[config.mk]
export PLATFORM = sky130hd
export DESIGN_NAME = fetch_unit
export DESIGN_NICKNAME = d
export VERILOG_FILES = /design/src/rtl/fetch_unit.sv
export SDC_FILE = /design/constraint.sdc
export NUM_CORES = 1
export LEC_CHECK = 0
export CAP_MARGIN = 5
export CORE_MARGIN = 3
export CORE_UTILIZATION = 30
export CTS_CLUSTER_DIAMETER = 60
export DETAILED_ROUTE_END_ITERATION = 8
export GPL_TIMING_DRIVEN = 0
export PLACE_DENSITY = 0.53
export SYNTH_ARGS = -nofsm -noshare
export SYNTH_HDL_FRONTEND = slang
export SYNTH_SLANG_ARGS = --single-unit
[constraint.sdc]
create_clock -name clk -period 5.1 [get_ports clk]
set_input_delay 1.02 -clock clk [delete_from_list [all_inputs] [get_ports clk]]
set_output_delay 1.02 -clock clk [all_outputs]
set_load 0.02 [all_outputs]
[src/rtl/fetch_unit.sv]
// Instruction fetch stage: drives the instruction memory request, checks fetch
// addresses, and owns the F/D pipeline register with skid buffer and flush drop.
module fetch_unit (
   input  logic        clk,
   input  logic        reset,
   input  logic [31:0] Next_PC,
   input  logic        Redirect,
   input  logic        Stall_D,
   input  logic        Flush,
   input  logic [31:0] Flush_PC,
   output logic [31:0] i_addr,
   output logic        i_req,
   input  logic        i_ready,
   input  logic [31:0] i_rdata,
   output logic [31:0] Instr_D,
   output logic [31:0] PC_D,
   output logic        Valid_D,
   output logic [4:0]  Exc_D,
   output logic        BD_D
);

   localparam int unsigned XLEN = 32;
   localparam int unsigned EXCW = 5;
   localparam logic [XLEN-1:0] RESET_PC = XLEN'(32'h0000_3000);
   localparam logic [XLEN-1:0] ADDR_LO  = XLEN'(32'h0000_3000);
   localparam logic [XLEN-1:0] ADDR_HI  = XLEN'(32'h0000_6FFC);
   localparam logic [EXCW-1:0] EXC_ADEL = EXCW'(4);

   typedef enum logic [1:0] {ST_REQ, ST_BUF, ST_DROP} state_e;

   state_e          state_q, state_d;
   logic [XLEN-1:0] pc_f_q, pc_f_d;
   logic [XLEN-1:0] i_addr_q, i_addr_d;
   logic            redir_pend_q, redir_pend_d;
   logic [XLEN-1:0] redir_tgt_q, redir_tgt_d;
   logic            bd_pend_q, bd_pend_d;
   logic [XLEN-1:0] skid_q, skid_d;
   logic [XLEN-1:0] fd_instr_q, fd_instr_d;
   logic [XLEN-1:0] fd_pc_q, fd_pc_d;
   logic            fd_valid_q, fd_valid_d;
   logic [EXCW-1:0] fd_exc_q, fd_exc_d;
   logic            fd_bd_q, fd_bd_d;

   logic            pc_legal;
   logic            fetch_done;
   logic [XLEN-1:0] fetch_word;
   logic [XLEN-1:0] pc_adv;
   logic            deliver;
   logic            bubble;
   logic [XLEN-1:0] deliver_word;

   // An illegal PC completes at once with a zero word and AdEL, without touching memory.
   assign pc_legal   = (pc_f_q[1:0] == 2'b00) && (pc_f_q >= ADDR_LO) && (pc_f_q <= ADDR_HI);
   assign fetch_done = pc_legal ? i_ready : 1'b1;
   assign fetch_word = pc_legal ? i_rdata : '0;
   assign pc_adv     = Redirect     ? Next_PC     :
                       redir_pend_q ? redir_tgt_q : pc_f_q + XLEN'(4);

   assign i_req   = reset && (((state_q == ST_REQ) && pc_legal) || (state_q == ST_DROP));
   assign i_addr  = i_addr_q;
   assign Instr_D = fd_instr_q;
   assign PC_D    = fd_pc_q;
   assign Valid_D = fd_valid_q;
   assign Exc_D   = fd_exc_q;
   assign BD_D    = fd_bd_q;

   // Next-state: flush first, then per-state delivery / stall / drop handling.
   always_comb begin
      state_d      = state_q;
      pc_f_d       = pc_f_q;
      redir_pend_d = redir_pend_q;
      redir_tgt_d  = redir_tgt_q;
      bd_pend_d    = bd_pend_q;
      skid_d       = skid_q;
      fd_instr_d   = fd_instr_q;
      fd_pc_d      = fd_pc_q;
      fd_valid_d   = fd_valid_q;
      fd_exc_d     = fd_exc_q;
      fd_bd_d      = fd_bd_q;
      deliver      = 1'b0;
      bubble       = 1'b0;
      deliver_word = '0;

      if (Flush) begin
         bubble       = 1'b1;
         pc_f_d       = Flush_PC;
         redir_pend_d = 1'b0;
         redir_tgt_d  = '0;
         bd_pend_d    = 1'b0;
         skid_d       = '0;
         if (((state_q == ST_REQ) && pc_legal && !i_ready) ||
             ((state_q == ST_DROP) && !i_ready)) begin
            state_d = ST_DROP;
         end else begin
            state_d = ST_REQ;
         end
      end else begin
         case (state_q)
            ST_REQ: begin
               if (fetch_done) begin
                  if (!Stall_D) begin
                     deliver      = 1'b1;
                     deliver_word = fetch_word;
                  end else begin
                     skid_d  = fetch_word;
                     state_d = ST_BUF;
                  end
               end else if (!Stall_D) begin
                  bubble = 1'b1;
                  if (Redirect) begin
                     redir_pend_d = 1'b1;
                     redir_tgt_d  = Next_PC;
                     bd_pend_d    = 1'b1;
                  end
               end
            end
            ST_BUF: begin
               if (!Stall_D) begin
                  deliver      = 1'b1;
                  deliver_word = skid_q;
                  state_d      = ST_REQ;
               end
            end
            ST_DROP: begin
               if (i_ready) begin
                  state_d = ST_REQ;
               end
               if (!Stall_D) begin
                  bubble = 1'b1;
               end
            end
            default: state_d = ST_REQ;
         endcase
      end

      // PC_F is still the address of the word being handed to D.
      if (deliver) begin
         fd_valid_d   = 1'b1;
         fd_instr_d   = deliver_word;
         fd_pc_d      = pc_f_q;
         fd_exc_d     = pc_legal ? EXCW'(0) : EXC_ADEL;
         fd_bd_d      = bd_pend_q || Redirect;
         pc_f_d       = pc_adv;
         redir_pend_d = 1'b0;
         bd_pend_d    = 1'b0;
      end
      if (bubble) begin
         fd_valid_d = 1'b0;
         fd_instr_d = '0;
         fd_pc_d    = '0;
         fd_exc_d   = '0;
         fd_bd_d    = 1'b0;
      end

      // DROP keeps presenting the abandoned address until memory answers.
      i_addr_d = (state_d == ST_DROP) ? i_addr_q : pc_f_d;
   end

   always_ff @(posedge clk) begin
      if (!reset) begin
         state_q      <= ST_REQ;
         pc_f_q       <= RESET_PC;
         i_addr_q     <= RESET_PC;
         redir_pend_q <= 1'b0;
         redir_tgt_q  <= '0;
         bd_pend_q    <= 1'b0;
         skid_q       <= '0;
         fd_instr_q   <= '0;
         fd_pc_q      <= '0;
         fd_valid_q   <= 1'b0;
         fd_exc_q     <= '0;
         fd_bd_q      <= 1'b0;
      end else begin
         state_q      <= state_d;
         pc_f_q       <= pc_f_d;
         i_addr_q     <= i_addr_d;
         redir_pend_q <= redir_pend_d;
         redir_tgt_q  <= redir_tgt_d;
         bd_pend_q    <= bd_pend_d;
         skid_q       <= skid_d;
         fd_instr_q   <= fd_instr_d;
         fd_pc_q      <= fd_pc_d;
         fd_valid_q   <= fd_valid_d;
         fd_exc_q     <= fd_exc_d;
         fd_bd_q      <= fd_bd_d;
      end
   end

endmodule

# [Word level (Yosys, flattened, before mapping)]
# Index checks and enable logic that the tools add are counted.
[totals] register_bits=202 in_bits=102 output_inout_bits=104 wordCells=63
[classes] addsub=1 order_cmp=2 eq_ne=3 mux=26 bitwise=3 reduce_logical=17
[ops] cell="2-to-1 mux 32 bit" n=9
[ops] cell="one-hot mux 32 bit (2 select lines)" n=1
[ops] cell="adder 32 x 3 -> 32 bit, second input constant" n=1
[ops] cell="greater-or-equal comparator 32 x 14 -> 1 bit, second input constant" n=1
[ops] cell="<= comparator 32 x 15 -> 1 bit, second input constant" n=1
[ops] cell="2-to-1 mux 2 bit" n=6
[ops] cell="logical AND 1 bit" n=6
[ops] cell="2-to-1 mux 1 bit" n=6
[ops] cell="one-hot mux 2 bit (3 select lines)" n=1
[ops] cell="== test 2 bit, second input constant" n=2
[ops] cell="zero test 2 bit" n=2
[ops] cell="one-hot mux 1 bit (2 select lines)" n=2
[ops] cell="AND reduction 4 bit" n=1
[ops] cell="OR reduction 2 bit" n=2
[ops] cell="logical OR 1 bit" n=3
[ops] cell="2-to-1 mux 3 bit" n=1
[ops] cell="inverter 1 bit" n=3
[ops] cell="AND reduction 3 bit" n=1
[ops] cell="OR reduction 3 bit" n=1
[ops] cell="== test 2 x 1 -> 1 bit, second input constant" n=1
[ops] cell="zero test 1 bit" n=1

# [Logic depth before layout (Yosys ltp)]
[depth] ltp_word=9 ltp_mapped=10 ltp_nobuf=8

# [Worst setup path before layout]
# Ideal clock, no wire load.
[synth_path] path_kind="input port to output port" start="input port reset" end="output port i_req" t_arrival_ns=2.152 t_required_ns=4.080 setup_slack_ns=1.928 stages=4 path_buffers=2 cell_sequence="clkbuf_1 clkinv_1 clkbuf_1 nor3_1"
[synth_between] elab_chain_len=1
[synth_lines] item="start, declared" line_no="5" text="input logic reset,"
[synth_lines] item="logical AND 1 bit" line_no="59" text="assign i_req = reset && (((state_q == ST_REQ) && pc_legal) || (state_q == ST_DROP));"
[synth_lines] item="end, declared" line_no="12" text="output logic i_req,"
# No other way between the ends.

# [Final worst setup path]
# Ends and elaborated chain as after synthesis.

==> out/qor.yml <==
status: "completed"
cts_root_buffer: "clkbuf_16"
antenna_found_initial: 0
vias: 9294
grt_pass1_vias: 8851
io_pins: 206
layout-drive-gt1-share_pct: 5.54
grt_use_total_pct: 21.8
finalHoldViolations: 0
rsz0062_at_grt: "false"
fin_crit_sh_pct: 88.6
cts_tree: "done"
path_buf_inv: 4
fillers: 3072
grt_max_degree: 20
clkLatencyLatePin_ns: 0.45
fin_skew_ns: 0.0183
period_minus_slack_ns: 4.52
synth_area_leader_cell: "dfxtp_1"
grt_overflow: 0
drt.antenna.violating_nets: 0
path_cells: "clkbuf_1 > clkinv_1 > clkbuf_1 > nor3_1 > clkdlybuf4s50_1"
crit_type: "input port to output port"
ys_warn_count: 0
postSynth.asyncResetShare_pct: 0
hold_buffers: 0
start_util_pct: 30.6
synth_edf_count: 0
vias_per_cell: 5.22
hold_class: "flip-flop to flip-flop"
cts_buffer_depth: 2
fin_util_pct: 41.0
worstPathArrival_ns: 3.50
postCtsSetupBuffers: 0
p_per_area_nw_per_um2: 297
drc: 0
port-buffer-count: 200
cts.sink_count: 198
die_area_um2: 32600
syn2layout_area_growth_pct: 33.8
slowest_stage: "clkdlybuf4s50_1"
yosys-top-cells-area: "dfxtp_1 (43%), nand2_1 (11%), mux2i_1 (7.4%), a21oi_1 (5.7%), a221oi_1 (3.4%)"
path_clk_slew_ns: 0.07
fmax_mhz: 221
gp_congestion: 0.930
worst_slew_pin_slew_ns: 1.12
drt-total-wl_mm: 36.7
crit_required_ns: 4.08
final_cells: 1781
critical_path.max_stage_delay_ns: 0.67
num-nets-final: 1482
drv_cap: 0
synth_top_area_share_pct: 43.3
finalWorstSetupSlack_ns: 0.584
synth.distinct_cells: 61
syn_area_um2: 9150
drt_iter0_drc: 905
setup_viol: 0
cts_resized: 0
netlist_instances: 1156
end_kind: "output port"
hpwl_mm: 27.2
diodes: 0
path_max_fanout: 10
synth_flop_cell: "dfxtp_1"
cpMostUsedCell: "clkbuf_1"
cts_buffers: 17
firstDrtPassIters: 5
coreArea_um2: 29900
drv_slew: 0
dp.cells: 1749
yosysSeqAreaShare_pct: 43.3
synth_commonest_cells: "nand2_1 (270), dfxtp_1 (198), a21oi_1 (104), nor2_1 (84), clkbuf_1 (75)"
die-height_um: 181
p_leak_uw: 0.00430
avgSynthCellArea_um2: 7.92
slew_headroom_pct: 25.7
ctsHtreeMaxLevel: 4
wl_per_cell_um: 20.6
dp_worst_setup_slack_ns: 0.641
grt_pass1_wl_mm: 54.8
peakVddDrop_v: 0.000195
ys_ff_latch: 198
fp-row-count: 63
start_kind: "input port"
crit_family: "buffers and inverters"
fin_setup_tns_ns: 0
die_x_um: 181
yosysMostFrequentCell: "nand2_1"
==> layout make-up <==
| type | instances | area (um2) | area share (%) |
|---|---|---|---|
| inverter | 9 | 33.8 | 0.276 |
| tap | 390 | 488 | 3.99 |
| sequential | 198 | 3960 | 32.4 |
| multi-input combinational | 844 | 4710 | 38.4 |
| timing repair buffer | 200 | 2000 | 16.3 |
| clock buffer | 18 | 429 | 3.51 |
| clock inverter | 14 | 161 | 1.32 |
| buffer | 108 | 459 | 3.75 |
==> metal layers <==
layer  track usage (%)  wire [um]  up-vias
met1              31.6      17100     4368
met2              33.0      15900      399
met3              4.46       2880       49
met5                 0          0        -
li1                  -          -     4478
met4              6.23        842        0
==> path summary, 6_finish.rpt <==
kind / endpoint / start / depth (start not counted) / slack (ns)
max: i_req / reset / 5 / 0.58
min: redir_tgt_q[11]$_SDFFE_PP0P_ / redir_tgt_q[11]$_SDFFE_PP0P_ / 2 / 0.45
max reg2reg: i_addr[23]$_SDFFE_PN0P_ / pc_f_q[16]$_SDFF_PN0_ / 10 / 1.34
min reg2reg: redir_tgt_q[11]$_SDFFE_PP0P_ / redir_tgt_q[11]$_SDFFE_PP0P_ / 2 / 0.45
==> kinds of logic after synthesis <==
| kind of cell | synth area share, % |
|---|---|
| compound gates | 16.7 |
| fa+ha+maj | 0.273 |
| flops | 43.3 |
| simple gates | 24.9 |
| xor+xnor | 1.34 |
| mux | 8.05 |
| other cells | 0.0410 |
| buf+inv | 5.39 |
==> registers in the layout, indices dropped and copies added (netlist names) <==
name,cells
bd_pend_q,1
redir_tgt_q,32
Exc_D,1
state_q,2
BD_D,1
i_addr,32
PC_D,32
Valid_D,1
skid_q,32
Instr_D,32
pc_f_q,32
==> report_power, final <==
| group | switching (uW) | internal [uW] | total [uW] |
|---|---|---|---|
| registers | 52.5 | 1600 | 1650 |
| clock network | 694 | 702 | 1400 |
| logic | 340 | 242 | 583 |
==> cell usage in the layout (no fill, tap or decap), types with 8 or more instances in the layout <==
| cell | instances |
|---|---|
| o211ai_1 | 12 |
| clkdlybuf4s50_1 | 200 |
| nor4_1 | 9 |
| nand3_1 | 28 |
| dfxtp_1 | 198 |
| a221oi_1 | 36 |
| nand4_1 | 13 |
| nand2_1 | 270 |
| and2_1 | 12 |
| buf_2 | 17 |
| nor2_1 | 84 |
| xnor2_1 | 8 |
| clkbuf_16 | 17 |
| buf_4 | 8 |
| a211oi_1 | 8 |
| a21oi_1 | 104 |
| mux2i_1 | 68 |
| and3_1 | 9 |
| clkbuf_1 | 76 |
| o21ai_0 | 38 |
| nor3_1 | 50 |
==> per-stage QoR <==
stage / power (uW) / hold slack, ns / cell area (um2)
final: 3630 / 0.451 / 12200
after global routing: 3770 / 0.468 / 12200
after CTS: 3650 / 0.453 / 12200
after detailed placement: 2260 / 0.443 / 11700
after global placement: 2260 / 0.435 / 11700
after floorplan: 1970 / 0.427 / 9160
==> tightest hold or removal path, stage by stage, from the launching register on <==
cell and delay [ns]:
dfxtp_1 0.31, nand2_1 0.05, a21oi_1 0.05
Note: power is estimated with default switching activity, not from simulation.
